[config.mk]
export PLATFORM = sky130hd
export DESIGN_NAME = uart_rx
export DESIGN_NICKNAME = d
export VERILOG_FILES = /design/src/rtl/uart_pkg.sv /design/src/rtl/uart_rx_ovs_tick.sv /design/src/rtl/uart_rx.sv
export SDC_FILE = /design/constraint.sdc
export NUM_CORES = 1
export LEC_CHECK = 0
export ABC_AREA = 0
export BUFFER_PORTS_ARGS = -buffer_cell sky130_fd_sc_hd__buf_2
export CORE_ASPECT_RATIO = 1.2
export CORE_MARGIN = 2
export CORE_UTILIZATION = 45
export CTS_CLUSTER_SIZE = 8
export DETAILED_ROUTE_END_ITERATION = 7
export PLACE_DENSITY_LB_ADDON = 0.08
export SLEW_MARGIN = 20
export SYNTH_ARGS = -nofsm -noshare
export SYNTH_HDL_FRONTEND = slang
export SYNTH_SLANG_ARGS = --single-unit
[constraint.sdc]
create_clock -name clk -period 4.45 [get_ports clk]
set_input_delay 0.2225 -clock clk [delete_from_list [all_inputs] [get_ports clk]]
set_output_delay 0.2225 -clock clk [all_outputs]
set_load 0.05 [all_outputs]
[src/rtl/uart_pkg.sv]
// uart_pkg: definitions shared by the UART transmitter and receiver.
// Holds the receiver state encoding, the parity and stop-bit mode codes,
// the oversampling ratio and the line levels used by the transmitter, plus
// small constant helpers used to derive receiver parameters.
package uart_pkg;

    typedef enum logic [2:0] {
        IDLE,
        START,
        DATA,
        PARITY,
        STOP
    } uart_state_t;

    localparam int PARITY_NONE = 0;
    localparam int PARITY_ODD  = 1;
    localparam int PARITY_EVEN = 2;

    localparam int STOP_1   = 1;
    localparam int STOP_2   = 2;
    localparam int STOP_1P5 = 3;

    localparam int OVERSAMPLE = 16;

    // Line levels shared with the transmitter.
    localparam logic LINE_IDLE   = 1'b1;
    localparam logic START_LEVEL = 1'b0;

    // Clocks per oversample tick, rounded to nearest.
    function automatic int ovs_div(input int clk_freq, input int baud_rate);
        return (clk_freq + (OVERSAMPLE / 2) * baud_rate) / (OVERSAMPLE * baud_rate);
    endfunction

    // Number of stop bits that are actually sampled. With 1.5 stop bits only
    // the first one is checked, which leaves half a bit of slack for resync.
    function automatic int stop_samples(input int stop_bit);
        case (stop_bit)
            STOP_2:           return 2;
            STOP_1, STOP_1P5: return 1;
            default:          return 1;
        endcase
    endfunction

    // x is the XOR of all data bits and the received parity bit.
    function automatic logic parity_error(input int mode, input logic x);
        case (mode)
            PARITY_ODD:  return ~x;
            PARITY_EVEN: return x;
            default:     return 1'b0;
        endcase
    endfunction

endpackage

[src/rtl/uart_rx_ovs_tick.sv]
// uart_rx_ovs_tick: free-running divider that emits a one-clock tick every
// OVS_DIV clocks. A synchronous clear restarts the count so the tick phase
// can be aligned to an external event.
//   clk   in  system clock
//   rst   in  asynchronous active-low reset
//   clear in  restart the division period
//   tick  out one-clock pulse every OVS_DIV clocks
module uart_rx_ovs_tick #(
    parameter int OVS_DIV = 10
) (
    input  logic clk,
    input  logic rst,
    input  logic clear,
    output logic tick
);

    localparam int CW = (OVS_DIV > 1) ? $clog2(OVS_DIV) : 1;
    localparam logic [CW-1:0] LAST = CW'(OVS_DIV - 1);

    logic [CW-1:0] cnt_reg;

    always_ff @(posedge clk or negedge rst) begin
        if (!rst) begin
            cnt_reg <= '0;
        end else if (clear || cnt_reg == LAST) begin
            cnt_reg <= '0;
        end else begin
            cnt_reg <= cnt_reg + 1'b1;
        end
    end

    assign tick = (cnt_reg == LAST);

endmodule

[src/rtl/uart_rx.sv]
// uart_rx: oversampling UART receiver. Synchronises rx, detects the start
// edge, samples each bit at its middle (16 ticks per bit), checks parity and
// stop bits and presents the word with a one-clock valid strobe.
//   clk        in  system clock
//   rst        in  asynchronous active-low reset
//   rx         in  serial line, idle high
//   data       out last received word (LSB received first)
//   data_valid out one-clock strobe, data and error flags valid
//   parity_err out parity mismatch on the last frame
//   frame_err  out a stop-bit sample read low on the last frame
//   busy       out receiver is inside a frame
module uart_rx
    import uart_pkg::*;
#(
    parameter int CLK_FREQ   = 50_000_000,
    parameter int BAUD_RATE  = 9600,
    parameter int PARITY_BIT = 0,
    parameter int DATA_LEN   = 8,
    parameter int STOP_BIT   = 1
) (
    input  logic                clk,
    input  logic                rst,
    input  logic                rx,
    output logic [DATA_LEN-1:0] data,
    output logic                data_valid,
    output logic                parity_err,
    output logic                frame_err,
    output logic                busy
);

    localparam int OVS_DIV = ovs_div(CLK_FREQ, BAUD_RATE);
    localparam int BW      = $clog2(DATA_LEN + 1);
    localparam int NSTOP   = stop_samples(STOP_BIT);

    uart_state_t state_reg, state_next;

    logic                sync1_reg, rx_s_reg, rx_prev_reg;
    logic [3:0]          tick_cnt_reg;
    logic [BW-1:0]       bit_cnt_reg;
    logic [DATA_LEN-1:0] shift_reg;
    logic                perr_acc_reg, ferr_acc_reg;
    logic [DATA_LEN-1:0] data_reg;
    logic                data_valid_reg, parity_err_reg, frame_err_reg;

    logic tick, fall, sample, start_det, done;

    uart_rx_ovs_tick #(.OVS_DIV(OVS_DIV)) u_tick (
        .clk   (clk),
        .rst   (rst),
        .clear (start_det),
        .tick  (tick)
    );

    assign fall   = rx_prev_reg & ~rx_s_reg;
    // The tick counter is zeroed at the start edge and wraps every 16 ticks,
    // so tick 7 is the middle of every bit of the frame.
    assign sample = tick && (tick_cnt_reg == 4'd7);

    always_ff @(posedge clk or negedge rst) begin
        if (!rst) begin
            state_reg <= IDLE;
        end else begin
            state_reg <= state_next;
        end
    end

    always_comb begin
        state_next = state_reg;
        start_det  = 1'b0;
        done       = 1'b0;
        case (state_reg)
            IDLE: begin
                // An edge coinciding with the strobe cycle is deliberately dropped.
                if (fall && !data_valid_reg) begin
                    start_det  = 1'b1;
                    state_next = START;
                end
            end
            START: begin
                if (sample) begin
                    state_next = (rx_s_reg == START_LEVEL) ? DATA : IDLE;
                end
            end
            DATA: begin
                if (sample && bit_cnt_reg == BW'(DATA_LEN - 1)) begin
                    state_next = (PARITY_BIT != PARITY_NONE) ? PARITY : STOP;
                end
            end
            PARITY: begin
                if (sample) begin
                    state_next = STOP;
                end
            end
            STOP: begin
                // Leave at mid-stop so a following start edge is never missed.
                if (sample && bit_cnt_reg == BW'(NSTOP - 1)) begin
                    done       = 1'b1;
                    state_next = IDLE;
                end
            end
            default: state_next = IDLE;
        endcase
    end

    always_ff @(posedge clk or negedge rst) begin
        if (!rst) begin
            sync1_reg      <= LINE_IDLE;
            rx_s_reg       <= LINE_IDLE;
            rx_prev_reg    <= LINE_IDLE;
            tick_cnt_reg   <= '0;
            bit_cnt_reg    <= '0;
            shift_reg      <= '0;
            perr_acc_reg   <= 1'b0;
            ferr_acc_reg   <= 1'b0;
            data_reg       <= '0;
            data_valid_reg <= 1'b0;
            parity_err_reg <= 1'b0;
            frame_err_reg  <= 1'b0;
        end else begin
            sync1_reg   <= rx;
            rx_s_reg    <= sync1_reg;
            rx_prev_reg <= rx_s_reg;

            if (start_det) begin
                tick_cnt_reg <= '0;
            end else if (tick && state_reg != IDLE) begin
                tick_cnt_reg <= tick_cnt_reg + 4'd1;
            end

            // Bit counter counts data bits, then is reused for stop bits.
            if (start_det || (state_reg == DATA && state_next != DATA)) begin
                bit_cnt_reg <= '0;
            end else if (sample && (state_reg == DATA || state_reg == STOP)) begin
                bit_cnt_reg <= bit_cnt_reg + 1'b1;
            end

            if (sample && state_reg == DATA) begin
                shift_reg <= {rx_s_reg, shift_reg[DATA_LEN-1:1]};
            end

            if (start_det) begin
                perr_acc_reg <= 1'b0;
            end else if (sample && state_reg == PARITY) begin
                perr_acc_reg <= parity_error(PARITY_BIT, (^shift_reg) ^ rx_s_reg);
            end

            if (start_det) begin
                ferr_acc_reg <= 1'b0;
            end else if (sample && state_reg == STOP && !rx_s_reg) begin
                ferr_acc_reg <= 1'b1;
            end

            data_valid_reg <= done;
            if (done) begin
                data_reg       <= shift_reg;
                parity_err_reg <= perr_acc_reg;
                // The final stop sample is folded in here since the
                // accumulator only picks it up on this same edge.
                frame_err_reg  <= ferr_acc_reg | ~rx_s_reg;
            end
        end
    end

    assign data       = data_reg;
    assign data_valid = data_valid_reg;
    assign parity_err = parity_err_reg;
    assign frame_err  = frame_err_reg;
    assign busy       = (state_reg != IDLE);

endmodule
; After elaboration in Yosys (flattened, before gate mapping)
; Cells that the tools add are included.
[totals]
ff_bits = 44
latch_bits = 0
ramBits = 0
rom_bits = 0
in_bits = 3
out_inout_bits = 12
word_cells = 71
mem_count = 0
[op_classes]
addsub = 3
mul = 0
n_div = 0
magnitude_cmp = 0
n_eq_ne = 8
n_shift = 0
n_mux = 20
bitwise_logic = 3
reduce_logical = 23
[op_table]
columns = operator, n
row1 = 2-to-1 mux 4 bit, 4
row2 = 2-to-1 mux 3 bit, 5
row3 = case mux 3 bit (5 select lines), 1
row4 = logical AND 1 bit, 11
row5 = "adder 9 x 1 -> 9 bit, second input constant", 1
row6 = "equality test 9 bit, second input constant", 1
row7 = 2-to-1 mux 9 bit, 1
row8 = "adder 4 x 1 -> 4 bit, second input constant", 2
row9 = "equality test 4 x 3 -> 1 bit, second input constant", 2
row10 = 2-to-1 mux 1 bit, 8
row11 = nonzero test 2 bit, 4
row12 = "equality test 3 x 2 -> 1 bit, second input constant", 2
row13 = zero test 4 bit, 1
row14 = "equality test 3 x 1 -> 1 bit, second input constant", 1
row15 = "equality test 3 bit, second input constant", 1
row16 = zero test 3 bit, 1
row17 = logical OR 1 bit, 3
row18 = "inequality test 3 x 2 -> 1 bit, second input constant", 1
row19 = nonzero test 3 bit, 1
row20 = zero test 1 bit, 2
row21 = 2-to-1 mux 2 bit, 1
row22 = bitwise AND 1 bit, 1
row23 = NOT 1 bit, 1
row24 = bitwise OR 1 bit, 1

; Logic depth before layout (Yosys ltp)
; Gate-level depths: netlist of run 1.
[depth]
ltp_word = 9
mapped_depth = 7
mapped_depth_nobuf = 6

; Modules after synthesis
; Synthesis of run 1 repeated with hierarchy kept, for this count alone.
[hier_totals]
hier_cells = 162
hier_area_um2 = 1985.7
[modules_own_cells]
columns = module, instances, cells_each, area_each_um2, seq_area_each_um2
row1 = uart_rx, 1, 117, 1520.2, 829.5
row2 = uart_rx_ovs_tick, 1, 45, 465.4, 225.2

; Worst setup path after synthesis of run 1
; OpenSTA, ideal clock, no wires.
[synth_timing]
path_type = register -> register
start = register state_reg[2]
end = register u_tick.cnt_reg[2]
setup_ns = 0.119
t_arrival_ns = 1.763
t_required_ns = 4.331
path_slack_ns = 2.568
path_stages_with_launch = 7
path_buffers = 2
synth_period_minus_slack_ns = 1.882
path_cell_list = dfrtp_1 > or3_1 > buf_2 > or4b_4 > buf_6 > nand2_4 > nor2_1
[synth_between]
elab_chain_len = 4
[synth_rtl]
columns = element, line
row1 = "start, declared", uart_rx.sv:35  ; uart_state_t state_reg, state_next;
row2 = "start signal, assigned", uart_rx.sv:63  ; state_reg <= state_next;
row3 = zero test 3 bit, uart_rx.sv:71  ; case (state_reg)
row4 = 2-to-1 mux 1 bit, uart_rx.sv:71
row5 = logical OR 1 bit, uart_rx_ovs_tick.sv:25  ; end else if (clear || cnt_reg == LAST) begin
row6 = 2-to-1 mux 9 bit, uart_rx_ovs_tick.sv:25
row7 = "end signal, assigned", uart_rx_ovs_tick.sv:28  ; cnt_reg <= cnt_reg + 1'b1;
row8 = "end, declared", uart_rx_ovs_tick.sv:20  ; logic [CW-1:0] cnt_reg;
; Every way passes these cells.
; A chain may end at the register's enable or synchronous reset.

; Worst setup path in the final report of run 1
[layout_timing]
start = register u_tick.cnt_reg[1]
end = register data_reg[0], in the netlist data[0]
[layout_between]
elab_chain_len = 5
[layout_rtl]
columns = element, line
row1 = equality test 9 bit, uart_rx_ovs_tick.sv:32  ; assign tick = (cnt_reg == LAST);
row2 = logical AND 1 bit, uart_rx.sv:57  ; assign sample = tick && (tick_cnt_reg == 4'd7);
row3 = logical AND 1 bit, uart_rx.sv:96  ; if (sample && bit_cnt_reg == BW'(NSTOP - 1)) begin
row4 = 2-to-1 mux 1 bit, uart_rx.sv:96
row5 = 2-to-1 mux 1 bit, uart_rx.sv:71
row6 = named net done, uart_rx.sv:45  ; logic tick, fall, sample, start_det, done;
row7 = "end signal, assigned", uart_rx.sv:155  ; data_reg <= shift_reg;
row8 = "end, declared", uart_rx.sv:42  ; logic [DATA_LEN-1:0] data_reg;
; The timed path passes the listed nets, and every way through them passes these cells.

==> results_dict.tcl, run 1 <==
set metrics [dict create \
    fmax_mhz 490 \
    r2r-start "u_tick.cnt_reg[1]" \
    dpl.cell_count 226 \
    drv_slew 0 \
    synthDistinctLibCells 46 \
    hold_class "input pin to flop" \
    synth_ff_type "dfrtp_1" \
    wl_um 3410 \
    finalHoldViolCount 0 \
    layout-drive-gt1-share_pct 30.9 \
    end_kind "flop" \
    synth_edf_count 0 \
    grt_pass1_vias 1250 \
    ff2ff_setup_slack_ns 2.41 \
    clockRootBuffer "clkbuf_8" \
    first_pass_iters 4 \
    dieArea_um2 4900 \
    gp_congestion 0.758 \
    seqPwrFrac_pct 52.5 \
    yosys_warnings 0 \
    cts_tree "built" \
    p_int_uw 628 \
    slew_headroom_pct 38.2 \
    n_antenna_cell 0 \
    placed_cell_area_um2 2050 \
    synth_nets 170 \
    crit_chain "inv_1 > ha_1 > and4bb_2 > nand3_4 > nor3_4 > mux2_2" \
    area_growth_pct 10.9 \
    path_clk_slew_ns 0.08 \
    syn_inst 162 \
    post-route-util_pct 51.3 \
    routedWlPerCell_um 14.6 \
    cp_max_fo 10 \
    rsz0062_at_grt "false" \
    setup_violations 0 \
    fin_ws_ns 2.41 \
    cts_hold_buf 0 \
    tightest_slew_ns 0.927 \
    fin_crit_ns 2.04 \
    p_leak_nw 1.05 \
    switching_share_pct 25.1 \
    cts_resized 0 \
    syn_area_um2 1960 \
    final_common_cell "dfrtp_1" \
    drc 0 \
    final_area_um2 2170 \
    p_per_area_nw_per_um2 386 \
    die_h_um 76.3 \
    yosysSeqAreaShare_pct 53.9 \
    die_w_um 64.2 \
    crit_arrival_ns 2.22 \
    irDropWorstVdd_v 0.000233 \
    place_ws_ns 2.39 \
    total_power_uw 839 \
    start_util_pct 46.3 \
    ys_ff_latch 42 \
    crit_required_ns 4.63 \
    grt_pass1_wl_um 5860 \
    clockBufferDepth 2 \
    holdCritStartpoint "rx" \
    min_period_over_period_pct 45.9 \
    numPortBuffers 13 \
    via_count 1231 \
    status "finished, final reports clean" \
    cts_setup_buffers 0 \
    finalNetCount 185 \
    crit_type "flop to flop" \
    grt_max_degree 43 \
    instances_no_fill 234 \
    tns_ns 0 \
    worstHoldEndpoint "sync1_reg" \
    cpPeakStageDelay_ns 0.47 \
    skew_ns 0.00831 \
    r2r_end "data[0]" \
    dr.first_iter.drc_count 72 \
    grt.overflow.total 0 \
    final_cell_mix "39 x dfrtp_1, 20 x nor2_1, 17 x mux2_2, 13 x buf_2" \
    ant_nets 0 \
    synthArstFlopShare_pct 100 \
    worst_hold_slack_ns 0.0299 \
    place_hpwl_um 2370 \
    coreArea_um2 4230 \
    numCtsBuffers 5 \
    hold_depth 1 \
    cts_num_sinks 42 \
    start_kind "flop" \
    viasPerCell 5.26 \
    ios 15 \
    critPathSlowestCell "nor3_4" \
    grt_usage_pct 15.3 \
    rows 26 \
    clk-insertion-delay-late_ns 0.29 \
    largest_reg_flops 9 \
    p_sw_uw 211 \
    syn_area_per_cell_um2 12.1 \
    p_comb_share_pct 10.5 \
    drv_cap 0 \
    cts_max_level 2 \
    clockPowerShare_pct 37.0 \
    ff2ff_path_depth 6 \
    antenna_found_initial 0 \
]
==> how the worst max path moves through the flow <==
stage	from	to	slack (ns)	cells after the start
floorplan	state_reg[2]	u_tick.cnt_reg[2]	2.57	6
finish	u_tick.cnt_reg[1]	data[0]	2.41	6
global route	u_tick.cnt_reg[1]	data[4]	2.26	6
CTS	u_tick.cnt_reg[1]	data[0]	2.38	6
global placement	u_tick.cnt_reg[1]	data[7]	2.46	6
detailed placement	u_tick.cnt_reg[1]	data[0]	2.39	6
==> cells in the mapped netlist (2+ instances only) <==
cell,number,area share (%)
and3b_1,2,0.89
and4bb_2,2,1.3
buf_4,2,0.77
dfrtp_1,39,50
dfstp_2,3,4.0
ha_1,5,3.2
inv_1,6,1.2
mux2_2,17,9.8
mux2i_1,2,1.0
nand2_1,8,1.5
nand3_1,8,2.0
nand4_1,2,0.64
nor2_1,20,3.8
nor3_1,4,1.0
o211ai_2,2,1.3
o21ai_0,2,0.51
xnor2_1,6,2.7
xor2_1,4,1.8
==> cell families (layout without fill, tap and decap cells) <==
group	count (synthesis)	after routing	share of synthesized area [%]
XOR/XNOR	10	10	4.47
AND/OR/NAND/NOR	61	61	19.2
flip-flops	42	42	53.9
buffers and inverters	11	27	3.13
multiplexers	19	19	10.8
adder cells (fa/ha/maj)	5	5	3.19
other	1	1	0.192
AO/OA/AOI/OAI	13	13	5.18
==> layer usage <==
metal / wire [µm] / part of all wire (%) / GRT usage [%] / vias to the layer above
li1: - / - / - / 592
met1: 1650 / 48 / 21.1 / 619
met2: 1600 / 47 / 23.2 / 16
met3: 124 / 3.6 / 4.14 / 4
met4: 36 / 1.1 / 5.11 / 0
met5: 0 / 0 / 0 / -
==> worst max-delay path, delay by kind of cell, from the launching register on <==
| family | cells | cell delay [ns] |
|---|---|---|
| and+or+nand+nor | 3 | 0.94 |
| DFF | 1 | 0.41 |
| muxes | 1 | 0.40 |
| adders and majority gates | 1 | 0.12 |
| buffers and inverters | 1 | 0.07 |
==> cell type report <==
class,instances,area [µm²]
tap,56,70.1
fill,396,2060
timing repair buffer,13,65.1
clock buffer,7,86.3
clock inverter,1,30.0
sequential,42,1050
inverter,6,22.5
multi-input combinational,109,842
==> power by group through the flow <==
stage	Sequential [mW]	Combinational, mW	Clock [mW]
CTS	0.440	0.0901	0.318
detailed placement	0.448	0.0895	0
floorplan	0.439	0.0754	0
global placement	0.446	0.0875	0
finish	0.440	0.0884	0.310
global route	0.446	0.101	0.335
(Power assumes the default switching activity.)
==> run 2, diff against run 1 <==
clock period = 1.76 ns   (was 4.45 ns; I/O delays follow)
==> run 2 against run 1 <==
- clock skew is 0.0013 ns lower
- worst setup slack worse by 2.4 ns
- flip-flop and latch count stayed put
- wire length is 6.5% higher
- combinational power grew to 5.0 times the previous value
- sequential power is 150% higher
- highest routed layer unchanged
==> results_dict.tcl, run 2 (synthesized netlist as in run 1, its figures left out) <==
set metrics [dict create \
    status "finished, final reports clean" \
    cpPeakStageDelay_ns 0.64 \
    cts_tree "built" \
    final_area_um2 2500 \
    die_h_um 76.3 \
    regArea_um2 1060 \
    start_kind "flop" \
    die_w_um 64.2 \
    cp_num_buf_inv 0 \
    cts_num_sinks 42 \
    cts_max_level 2 \
    dr.first_iter.drc_count 45 \
    end_kind "flop" \
    grt.overflow.total 0 \
    start_util_pct 46.3 \
    hold_depth 0 \
    rsz0062_at_grt "true" \
    n_antenna_cell 0 \
    grt_max_degree 43 \
    crit_arrival_ns 1.94 \
    final_common_cell "dfrtp_1" \
    skew_ns 0.00704 \
    irDropWorstVdd_v 0.000604 \
    seqPwrFrac_pct 47.2 \
    holdCritStartpoint "sync1_reg" \
    path_delay_family "simple AND/OR/NAND/NOR gates" \
    total_power_mw 2.28 \
    drv_cap 0 \
    critPathSlowestCell "or4b_4" \
    crit_type "flop to flop" \
    gp_congestion 0.726 \
    ios 15 \
    placed_cell_area_um2 2220 \
    switching_share_pct 25.0 \
    ant_nets 0 \
    tightest_slew_ns 0.510 \
    fmax_mhz 569 \
    drv_slew 0 \
    setup_violations 0 \
    place_ws_ns -0.00555 \
    grt_pass1_vias 1385 \
    antenna_found_initial 0 \
    p_per_area_nw_per_um2 914 \
    routedWlPerCell_um 14.0 \
    hold_class "flop to flop" \
    clk-insertion-delay-late_ns 0.29 \
    tns_ns 0 \
    p_comb_share_pct 19.3 \
    worstHoldEndpoint "rx_s_reg" \
    post-route-util_pct 59.0 \
    ff2ff_setup_slack_ns 0.002 \
    largest_reg_flops 9 \
    r2r_end "u_tick.cnt_reg[4]" \
    grt_usage_pct 17.0 \
    crit_chain "or3_4 > or4b_4 > nand2_8 > nor2_1" \
    dieArea_um2 4900 \
    p_int_mw 1.71 \
    r2r-start "state_reg[1]" \
    path_clk_slew_ns 0.08 \
    clockRootBuffer "clkbuf_8" \
    fin_crit_ns 1.76 \
    slew_headroom_pct 66.0 \
    grt_pass1_wl_um 6360 \
    fin_ws_ns 0.00237 \
    clockPowerShare_pct 33.4 \
    final_cell_mix "38 x dfrtp_1, 19 x buf_4, 14 x nor2_1, 14 x mux2_2, 13 x buf_2" \
    area_growth_pct 27.5 \
    finalNetCount 211 \
    ff2ff_path_depth 4 \
    place_hpwl_um 2530 \
    coreArea_um2 4230 \
    cp_max_fo 6 \
    fillCellCount 357 \
    numPortBuffers 13 \
    clockBufferDepth 2 \
    rows 26 \
    first_pass_iters 3 \
    finalHoldViolCount 0 \
    wl_um 3630 \
    crit_required_ns 1.94 \
    layout-drive-gt1-share_pct 45.8 \
    multi_input_area_um2 945 \
    drc 0 \
    min_period_over_period_pct 99.9 \
    viasPerCell 5.09 \
    p_leak_nw 1.19 \
    via_count 1319 \
    numCtsBuffers 5 \
    p_sw_uw 569 \
]
[run 2: cell types whose count changed in the layout (fill, tap and decap cells not counted), moves of 3 or more]
| cell | before | now |
|---|---|---|
| mux2_2 | 17 | 14 |
| nor2_2 | 0 | 3 |
| mux2_4 | 0 | 3 |
| nor2_1 | 20 | 14 |
| nor2_4 | 0 | 3 |
| buf_4 | 0 | 19 |
[run 2: cell type report]
cell class                      count  area share (%)
Sequential cell                    42            42.3
Clock inverter                      1            1.20
Tap cell                           56            2.81
Timing Repair Buffer               38            11.6
Clock buffer                        6            3.31
Inverter                            6           0.902
Multi-Input combinational cell    110            37.8
[run 2: power groups by stage]
stage	sequential (mW)	combinational [mW]	clock [mW]
after floorplan	1.11	0.200	0
after global placement	1.09	0.337	0
after detailed placement	1.10	0.348	0
after CTS	1.08	0.380	0.776
after global routing	1.09	0.492	0.831
final	1.08	0.441	0.762
[run 2: timing repair]
| item | in CTS | in global routing |
|---|---|---|
| endpoints found under the hold margin | 40 | 0 |
| gates cloned | 1 | 0 |
| pin swaps | 3 | 14 |
| setup endpoints to repair | 9 | 24 |
| resized for setup | 3 | 19 |
| setup buffers | 4 | 2 |
| hold buffers | 2 | 0 |
[run 2: how the worst max path moves through the flow]
stage                           start                end  slack (ns)  depth (start not counted)
finish                   state_reg[1]  u_tick.cnt_reg[4]       0.002                          4
global route        u_tick.cnt_reg[1]            data[7]       -0.07                          7
CTS                      state_reg[1]  u_tick.cnt_reg[5]       0.005                          4
detailed placement       state_reg[2]  u_tick.cnt_reg[5]      -0.006                          4
global placement         state_reg[2]  u_tick.cnt_reg[8]        0.03                          4
floorplan                state_reg[2]  u_tick.cnt_reg[8]       -0.06                          6
[run 2: layer usage]
layer | wire [µm] | GRT usage, %
met2 | 1960 | 29.8
met1 | 1530 | 19.6
met3 | 84 | 4.43
met5 | 0 | 0
met4 | 59 | 6.38
[run 2: per-stage QoR]
stage	std cells	hold WS [ns]
3_3_place_gp	243	0.174
6_report	259	0.357
4_1_cts	257	0.358
5_1_grt	259	0.367
2_1_floorplan	162	-0.208
3_5_place_dp	243	0.181
